`src/rtl/inst_fetch_queue_if.sv`:
```
// Fetch-queue bus: imem request/response, decode handshake, redirect.
// master = fetch queue side, slave = memory/decode/execute side.
interface inst_fetch_queue_if #(
  parameter int BIN_DIG = 32
);
  logic               imem_req_valid;
  logic               imem_req_ready;
  logic [BIN_DIG-1:0] imem_req_addr;
  logic               imem_rsp_valid;
  logic [BIN_DIG-1:0] imem_rsp_data;
  logic               dec_valid;
  logic               dec_ready;
  logic [BIN_DIG-1:0] dec_pc;
  logic [BIN_DIG-1:0] dec_inst;
  logic               redirect_valid;
  logic [BIN_DIG-1:0] redirect_pc;

  modport master (
    output imem_req_valid, imem_req_addr,
    input  imem_req_ready,
    input  imem_rsp_valid, imem_rsp_data,
    output dec_valid, dec_pc, dec_inst,
    input  dec_ready,
    input  redirect_valid, redirect_pc
  );

  modport slave (
    input  imem_req_valid, imem_req_addr,
    output imem_req_ready,
    output imem_rsp_valid, imem_rsp_data,
    input  dec_valid, dec_pc, dec_inst,
    output dec_ready,
    output redirect_valid, redirect_pc
  );
endinterface

```
`src/rtl/inst_fetch_queue.sv`:
```
// Fetch front end: PC, credit-limited imem requests, (pc,inst) FIFO to decode.
// Define IFQ_BYPASS_EN to forward a response straight to decode when empty.
module inst_fetch_queue #(
  parameter int                 BIN_DIG         = 32,
  parameter int                 DEPTH           = 4,
  parameter int                 MAX_OUTSTANDING = 2,
  parameter logic [BIN_DIG-1:0] RESET_PC        = '0
) (
  input logic CLK,
  input logic RST,
  inst_fetch_queue_if.master bus
);

  localparam int CW = $clog2(DEPTH + 1);
  localparam int AW = $clog2(DEPTH);
  localparam int OW = $clog2(MAX_OUTSTANDING + 1);
  localparam int PW = (MAX_OUTSTANDING > 1) ?
                      $clog2(MAX_OUTSTANDING) : 1;
  localparam logic [BIN_DIG-1:0] NOP = BIN_DIG'(32'h13);

  logic [BIN_DIG-1:0] fetch_pc;
  logic [OW-1:0]      outstanding;
  logic [OW-1:0]      discard;
  logic [CW-1:0]      count;
  logic [AW-1:0]      rd_ptr;
  logic [AW-1:0]      wr_ptr;
  logic [BIN_DIG-1:0] fifo_pc   [DEPTH];
  logic [BIN_DIG-1:0] fifo_inst [DEPTH];
  logic [BIN_DIG-1:0] pq        [MAX_OUTSTANDING];
  logic [PW-1:0]      pq_rd;
  logic [PW-1:0]      pq_wr;

  logic        req_fire;
  logic        rsp_ok;
  logic        rsp_keep;
  logic        push;
  logic        pop;
  logic [31:0] used;

  function automatic logic [PW-1:0] pq_next(input logic [PW-1:0] p);
    return (32'(p) == MAX_OUTSTANDING - 1) ? '0 : p + PW'(1);
  endfunction

  // slots already promised: buffered plus live in-flight (stale ones excluded)
  assign used = 32'(count) + 32'(outstanding) - 32'(discard);

  assign bus.imem_req_valid = !RST && !bus.redirect_valid &&
                              (32'(outstanding) < 32'(MAX_OUTSTANDING)) &&
                              (used < 32'(DEPTH));
  assign bus.imem_req_addr  = fetch_pc;

  assign req_fire = bus.imem_req_valid && bus.imem_req_ready;
  assign rsp_ok   = bus.imem_rsp_valid && (outstanding != '0);
  assign rsp_keep = rsp_ok && (discard == '0) && !bus.redirect_valid;

`ifdef IFQ_BYPASS_EN
  logic byp;
  assign byp = rsp_keep && (count == '0);

  assign bus.dec_valid = ((count != '0) || byp) && !bus.redirect_valid;
  assign bus.dec_pc    = !bus.dec_valid ? '0 :
                         (count != '0) ? fifo_pc[rd_ptr] : pq[pq_rd];
  assign bus.dec_inst  = !bus.dec_valid ? NOP :
                         (count != '0) ? fifo_inst[rd_ptr] :
                         bus.imem_rsp_data;

  assign pop  = bus.dec_valid && bus.dec_ready && (count != '0);
  assign push = rsp_keep && !(byp && bus.dec_ready);
`else
  assign bus.dec_valid = (count != '0) && !bus.redirect_valid;
  assign bus.dec_pc    = bus.dec_valid ? fifo_pc[rd_ptr] : '0;
  assign bus.dec_inst  = bus.dec_valid ? fifo_inst[rd_ptr] : NOP;

  assign pop  = bus.dec_valid && bus.dec_ready;
  assign push = rsp_keep;
`endif

  always_ff @(posedge CLK) begin
    if (RST) begin
      fetch_pc    <= RESET_PC;
      outstanding <= '0;
      discard     <= '0;
      count       <= '0;
      rd_ptr      <= '0;
      wr_ptr      <= '0;
      pq_rd       <= '0;
      pq_wr       <= '0;
    end else if (bus.redirect_valid) begin
      fetch_pc    <= {bus.redirect_pc[BIN_DIG-1:2], 2'b00};
      outstanding <= outstanding - OW'(rsp_ok);
      discard     <= outstanding - OW'(rsp_ok);
      count       <= '0;
      rd_ptr      <= '0;
      wr_ptr      <= '0;
      pq_rd       <= '0;
      pq_wr       <= '0;
    end else begin
      if (req_fire)
        fetch_pc <= fetch_pc + BIN_DIG'(4);
      outstanding <= outstanding + OW'(req_fire) - OW'(rsp_ok);
      if (rsp_ok && (discard != '0))
        discard <= discard - OW'(1);
      count <= count + CW'(push) - CW'(pop);
      if (push)
        wr_ptr <= wr_ptr + AW'(1);
      if (pop)
        rd_ptr <= rd_ptr + AW'(1);
      if (req_fire)
        pq_wr <= pq_next(pq_wr);
      if (rsp_keep)
        pq_rd <= pq_next(pq_rd);
    end
  end

  // storage needs no reset; validity lives in count and the pointers
  always_ff @(posedge CLK) begin
    if (push) begin
      fifo_pc[wr_ptr]   <= pq[pq_rd];
      fifo_inst[wr_ptr] <= bus.imem_rsp_data;
    end
    if (req_fire)
      pq[pq_wr] <= fetch_pc;
  end

endmodule

```
`src/flat_wrapper.sv`:
```
// flat-port wrapper written by rule: the top's interface ports become plain ports
module inst_fetch_queue_flat 
#(
  parameter int                 BIN_DIG         = 32,
  parameter int                 DEPTH           = 4,
  parameter int                 MAX_OUTSTANDING = 2,
  parameter logic [BIN_DIG-1:0] RESET_PC        = '0
)
  (CLK, RST, bus_imem_req_valid, bus_imem_req_addr, bus_imem_req_ready, bus_imem_rsp_valid, bus_imem_rsp_data, bus_dec_valid, bus_dec_pc, bus_dec_inst, bus_dec_ready, bus_redirect_valid, bus_redirect_pc);
  inst_fetch_queue_if #(.BIN_DIG(BIN_DIG)) bus_i ();
  input logic CLK;
  input logic RST;
  output wire logic [$bits(bus_i.imem_req_valid)-1:0] bus_imem_req_valid;
  output wire logic [$bits(bus_i.imem_req_addr)-1:0] bus_imem_req_addr;
  input wire logic [$bits(bus_i.imem_req_ready)-1:0] bus_imem_req_ready;
  input wire logic [$bits(bus_i.imem_rsp_valid)-1:0] bus_imem_rsp_valid;
  input wire logic [$bits(bus_i.imem_rsp_data)-1:0] bus_imem_rsp_data;
  output wire logic [$bits(bus_i.dec_valid)-1:0] bus_dec_valid;
  output wire logic [$bits(bus_i.dec_pc)-1:0] bus_dec_pc;
  output wire logic [$bits(bus_i.dec_inst)-1:0] bus_dec_inst;
  input wire logic [$bits(bus_i.dec_ready)-1:0] bus_dec_ready;
  input wire logic [$bits(bus_i.redirect_valid)-1:0] bus_redirect_valid;
  input wire logic [$bits(bus_i.redirect_pc)-1:0] bus_redirect_pc;
  assign bus_imem_req_valid = bus_i.imem_req_valid;
  assign bus_imem_req_addr = bus_i.imem_req_addr;
  assign bus_i.imem_req_ready = bus_imem_req_ready;
  assign bus_i.imem_rsp_valid = bus_imem_rsp_valid;
  assign bus_i.imem_rsp_data = bus_imem_rsp_data;
  assign bus_dec_valid = bus_i.dec_valid;
  assign bus_dec_pc = bus_i.dec_pc;
  assign bus_dec_inst = bus_i.dec_inst;
  assign bus_i.dec_ready = bus_dec_ready;
  assign bus_i.redirect_valid = bus_redirect_valid;
  assign bus_i.redirect_pc = bus_redirect_pc;
  inst_fetch_queue #(.BIN_DIG(BIN_DIG), .DEPTH(DEPTH), .MAX_OUTSTANDING(MAX_OUTSTANDING), .RESET_PC(RESET_PC)) u_core (.CLK(CLK), .RST(RST), .bus(bus_i));
endmodule
```
`config.mk`:
```
export PLATFORM = sky130hd
export DESIGN_NAME = inst_fetch_queue_flat
export DESIGN_NICKNAME = d
export VERILOG_FILES = /design/src/rtl/inst_fetch_queue_if.sv /design/src/rtl/inst_fetch_queue.sv /design/src/flat_wrapper.sv
export SDC_FILE = /design/constraint.sdc
export NUM_CORES = 1
export LEC_CHECK = 0
export BUFFER_PORTS_ARGS = -buffer_cell sky130_fd_sc_hd__buf_2
export CORE_UTILIZATION = 58
export CTS_BUF_LIST = sky130_fd_sc_hd__clkbuf_16
export DETAILED_ROUTE_END_ITERATION = 8
export GPL_TIMING_DRIVEN = 0
export PLACE_DENSITY_LB_ADDON = 0.2
export SETUP_SLACK_MARGIN = 0.15
export SLEW_MARGIN = 10
export SYNTH_ARGS = -nofsm -noshare
export SYNTH_HDL_FRONTEND = slang
export SYNTH_SLANG_ARGS = --single-unit
```
`constraint.sdc`:
```
create_clock -name CLK -period 5.9 [get_ports CLK]
set_clock_uncertainty 0.1 [all_clocks]
set_input_delay 1.18 -clock CLK [delete_from_list [all_inputs] [get_ports CLK]]
set_output_delay 1.18 -clock CLK [all_outputs]
set_load 0.05 [all_outputs]
```
==> reports/results.ini <==
[synthesis]
ys_ff_latch=354
synth_warnings=0
yosysTopAreaCell=edfxtp_1
synth-edff-count=308
synth_area_leaders=edfxtp_1 65%, mux4_2 9.8%, dfxtp_1 6.5%, and2_1 3.0%, mux2_2 2.6%
synthArstFlopShare_pct=0
synth-seq-area-share_pct=71.71
synth-main-ff-cell=edfxtp_1
syn_area_per_cell_um2=17.38
synth_area_um2=14180
netlist.area_leader.share_pct=65.21
netlist_instances=816
yosys.cell_types.count=58

[worst_setup_path]
worstPathRequired_ns=4.62
r2r_slack_ns=1.95
cp-end-kind=primary output
worstSetupPathType=reg2out
rr_endpoint=u_core.pq[1][7]$_DFFE_PP_
startpoint_type=flop
r2r_cells=10
critPathArrivalTime_ns=3.14
crit_path_max_fanout=8
r2r-start=u_core.outstanding[0]$_SDFF_PP0_

[sta]
rsz0062_at_grt=no
slew_headroom_pct=30.81
drv_slew=0
hold_viol_final=0
clock.fmax_mhz=226.3
finalSetupViolations=0
tightest_slew_ns=1.034
post-route-min-period_ns=4.418
fin_setup_tns_ns=0
fin_crit_sh_pct=74.88

[die]
initial_core_util_pct=59.71
io_pins=168
die_h_um=158.4
rows=56
dieArea_um2=25080
chipWidth_um=158.4
core_um2=23750

[finish]
antenna_cells=0
layout_common_cells=308 x edfxtp_1, 170 x buf_2, 63 x and2_1, 62 x mux4_2, 46 x dfxtp_1
fin_area_um2=16640
n_fill_cell=1510
mostFrequentLayoutCell=edfxtp_1
nNetsFinal=1107
drive_above_1_share_pct=32.10
syn_to_final_growth_pct=17.34

[clock_tree]
cts_root_buf=clkbuf_16
cts.sinks=354
postCtsSetupRepairBufs=0
clockBufferDepth=3
path_clk_slew_ns=0.06
postCtsHoldBufs=0
ctsResizeCount=0
clk-insertion-delay-late_ns=0.51
cts_tree=done
cts_made_buffers=36
cts.htree.levels=2

[power_and_ir_drop]
powerDensity_nw_per_um2=339.0
ir_drop_v=0.0002088
p_comb_share_pct=11.1
power.leakage_nw=5.793
sw_frac_of_total_pct=24.02
switching_power_mw=1.355
seqPwrFrac_pct=51.6
p_int_mw=4.287
clock_power_share_pct=37.4

[global_routing]
antenna_found_initial=0
grt_pass1_wl_um=44290
grt_pass1_vias=7835
grt_max_degree=53
grt-ovfl-total=0
gr-usage-all-layers_pct=23.92

[worst_hold_path]
min_to=u_core.wr_ptr[1]$_SDFFE_PP0P_
hold_depth=2
hold_start=u_core.wr_ptr[1]$_SDFFE_PP0P_
hp-class=reg2reg

[placed_design]
gp_congestion=0.9861
dpl_cell_area_um2=15530
portBuffers=160
dpl.hpwl_um=18740

[detailed_routing]
drt_iter0_drc=619
routed_wl_um=28870
ant_nets=0
first_pass_iters=5
vias=7928
drc=0
avgViaCountPerCell=5.791
wl_per_cell_um=21.09

[run_status]
outcome=finished clean

[job]
drv_cap=0

critical path, stage by stage, from the launching register on:
cell,delay [ns]
dfxtp_1,0.37
ha_1,0.21
fa_1,0.43
ha_1,0.30
a21oi_2,0.20
xor2_1,0.60
and3_1,0.27
buf_2,0.26
metal layers:
layer,part of all wire (%),up-vias,wire length [µm],GRT usage (%)
met2,49,346,14070,39.06
met5,0,-,0,0
met4,1.9,0,550,6.181
li1,-,3602,-,-
met3,7.5,46,2162,4.382
met1,42,3934,12090,33.47
stage by stage:
| step | power, mW | instances | setup slack, ns | util [%] | hold slack (ns) |
|---|---|---|---|---|---|
| global placement | 3.554 | 1298 | 0.3590 | 64.81 | 0.3851 |
| floorplan | 3.369 | 819 | 1.696 | - | 0.3692 |
| global route | 5.827 | 1369 | 1.350 | 70.06 | 0.4344 |
| finish | 5.642 | 1369 | 1.482 | 70.06 | 0.3980 |
| detailed placement | 3.581 | 1303 | 1.577 | 65.40 | 0.3872 |
| CTS | 5.674 | 1369 | 1.503 | 70.06 | 0.3954 |
power by group through the flow:
stage,logic (mW),registers (mW),clock network [mW]
global route,0.676,2.92,2.23
CTS,0.626,2.91,2.14
finish,0.625,2.91,2.11
floorplan,0.381,2.99,0
detailed placement,0.623,2.96,0
global placement,0.593,2.96,0
registers in the layout, summed over array words and instances (netlist names), named ones only:
register / count
u_core.outstanding: 2
u_core.pq: 60
u_core.fifo_pc: 120
u_core.fifo_inst: 128
u_core.count: 3
u_core.discard: 2
u_core.rd_ptr: 2
u_core.pq_rd: 1
u_core.bus.imem_req_addr: 30
u_core.wr_ptr: 2
u_core.pq_wr: 1
how the worst max path moves through the flow:
stage | end | slack (ns) | startpoint | cells past startpoint
2_1_floorplan | u_core.pq[0][10]$_DFFE_PP_ | 1.70 | u_core.count[0]$_SDFF_PP0_ | 11
3_3_place_gp | u_core.pq[0][7]$_DFFE_PP_ | 0.36 | u_core.count[0]$_SDFF_PP0_ | 11
3_5_place_dp | bus_dec_inst[24] | 1.58 | bus_redirect_valid | 5
4_1_cts | bus_imem_req_valid | 1.50 | u_core.count[0]$_SDFF_PP0_ | 7
5_1_grt | bus_imem_req_valid | 1.35 | u_core.outstanding[0]$_SDFF_PP0_ | 7
6_report | bus_imem_req_valid | 1.48 | u_core.outstanding[0]$_SDFF_PP0_ | 7
synth_stat cells, drive strengths merged, types with 5 or more instances:
cell and instances:
xnor2 18, mux4 62, nand4 10, nand3 10
nor2 31, xor2 5, clkbuf 29, o211ai 7
mux2 33, nor4 9, and2 67, nor3 5
dfxtp 46, or3 11, inv 13, edfxtp 308
nand2 41, buf 15, a211oi 10, a31oi 9
and3 6, ha 13, a21oi 18
area by class of cell:
cell class	count	area, µm²	area share (%)
clock buffers	37	925.9	5.564
repair buffers	165	923.4	5.549
plain buffers	44	192.7	1.158
well taps	319	399.1	2.398
inverters	13	48.80	0.2932
flip-flops and latches	354	10170	61.11
multi-input cells	408	3801	22.84
clock inverters	29	180.2	1.083
kinds of logic (layout without fill, tap and decap cells):
group	count (synthesis)	count (layout)	synth area share, %
AO/OA/AOI/OAI	62	62	2.956
XOR/XNOR	23	23	1.473
adder cells (fa/ha/maj)	15	15	1.429
buffers and inverters	57	288	1.703
flip-flops	354	354	71.71
multiplexers	95	95	12.47
other	1	4	0.02644
AND/OR/NAND/NOR	209	209	8.240
Note: power is estimated with default switching activity, not from simulation.
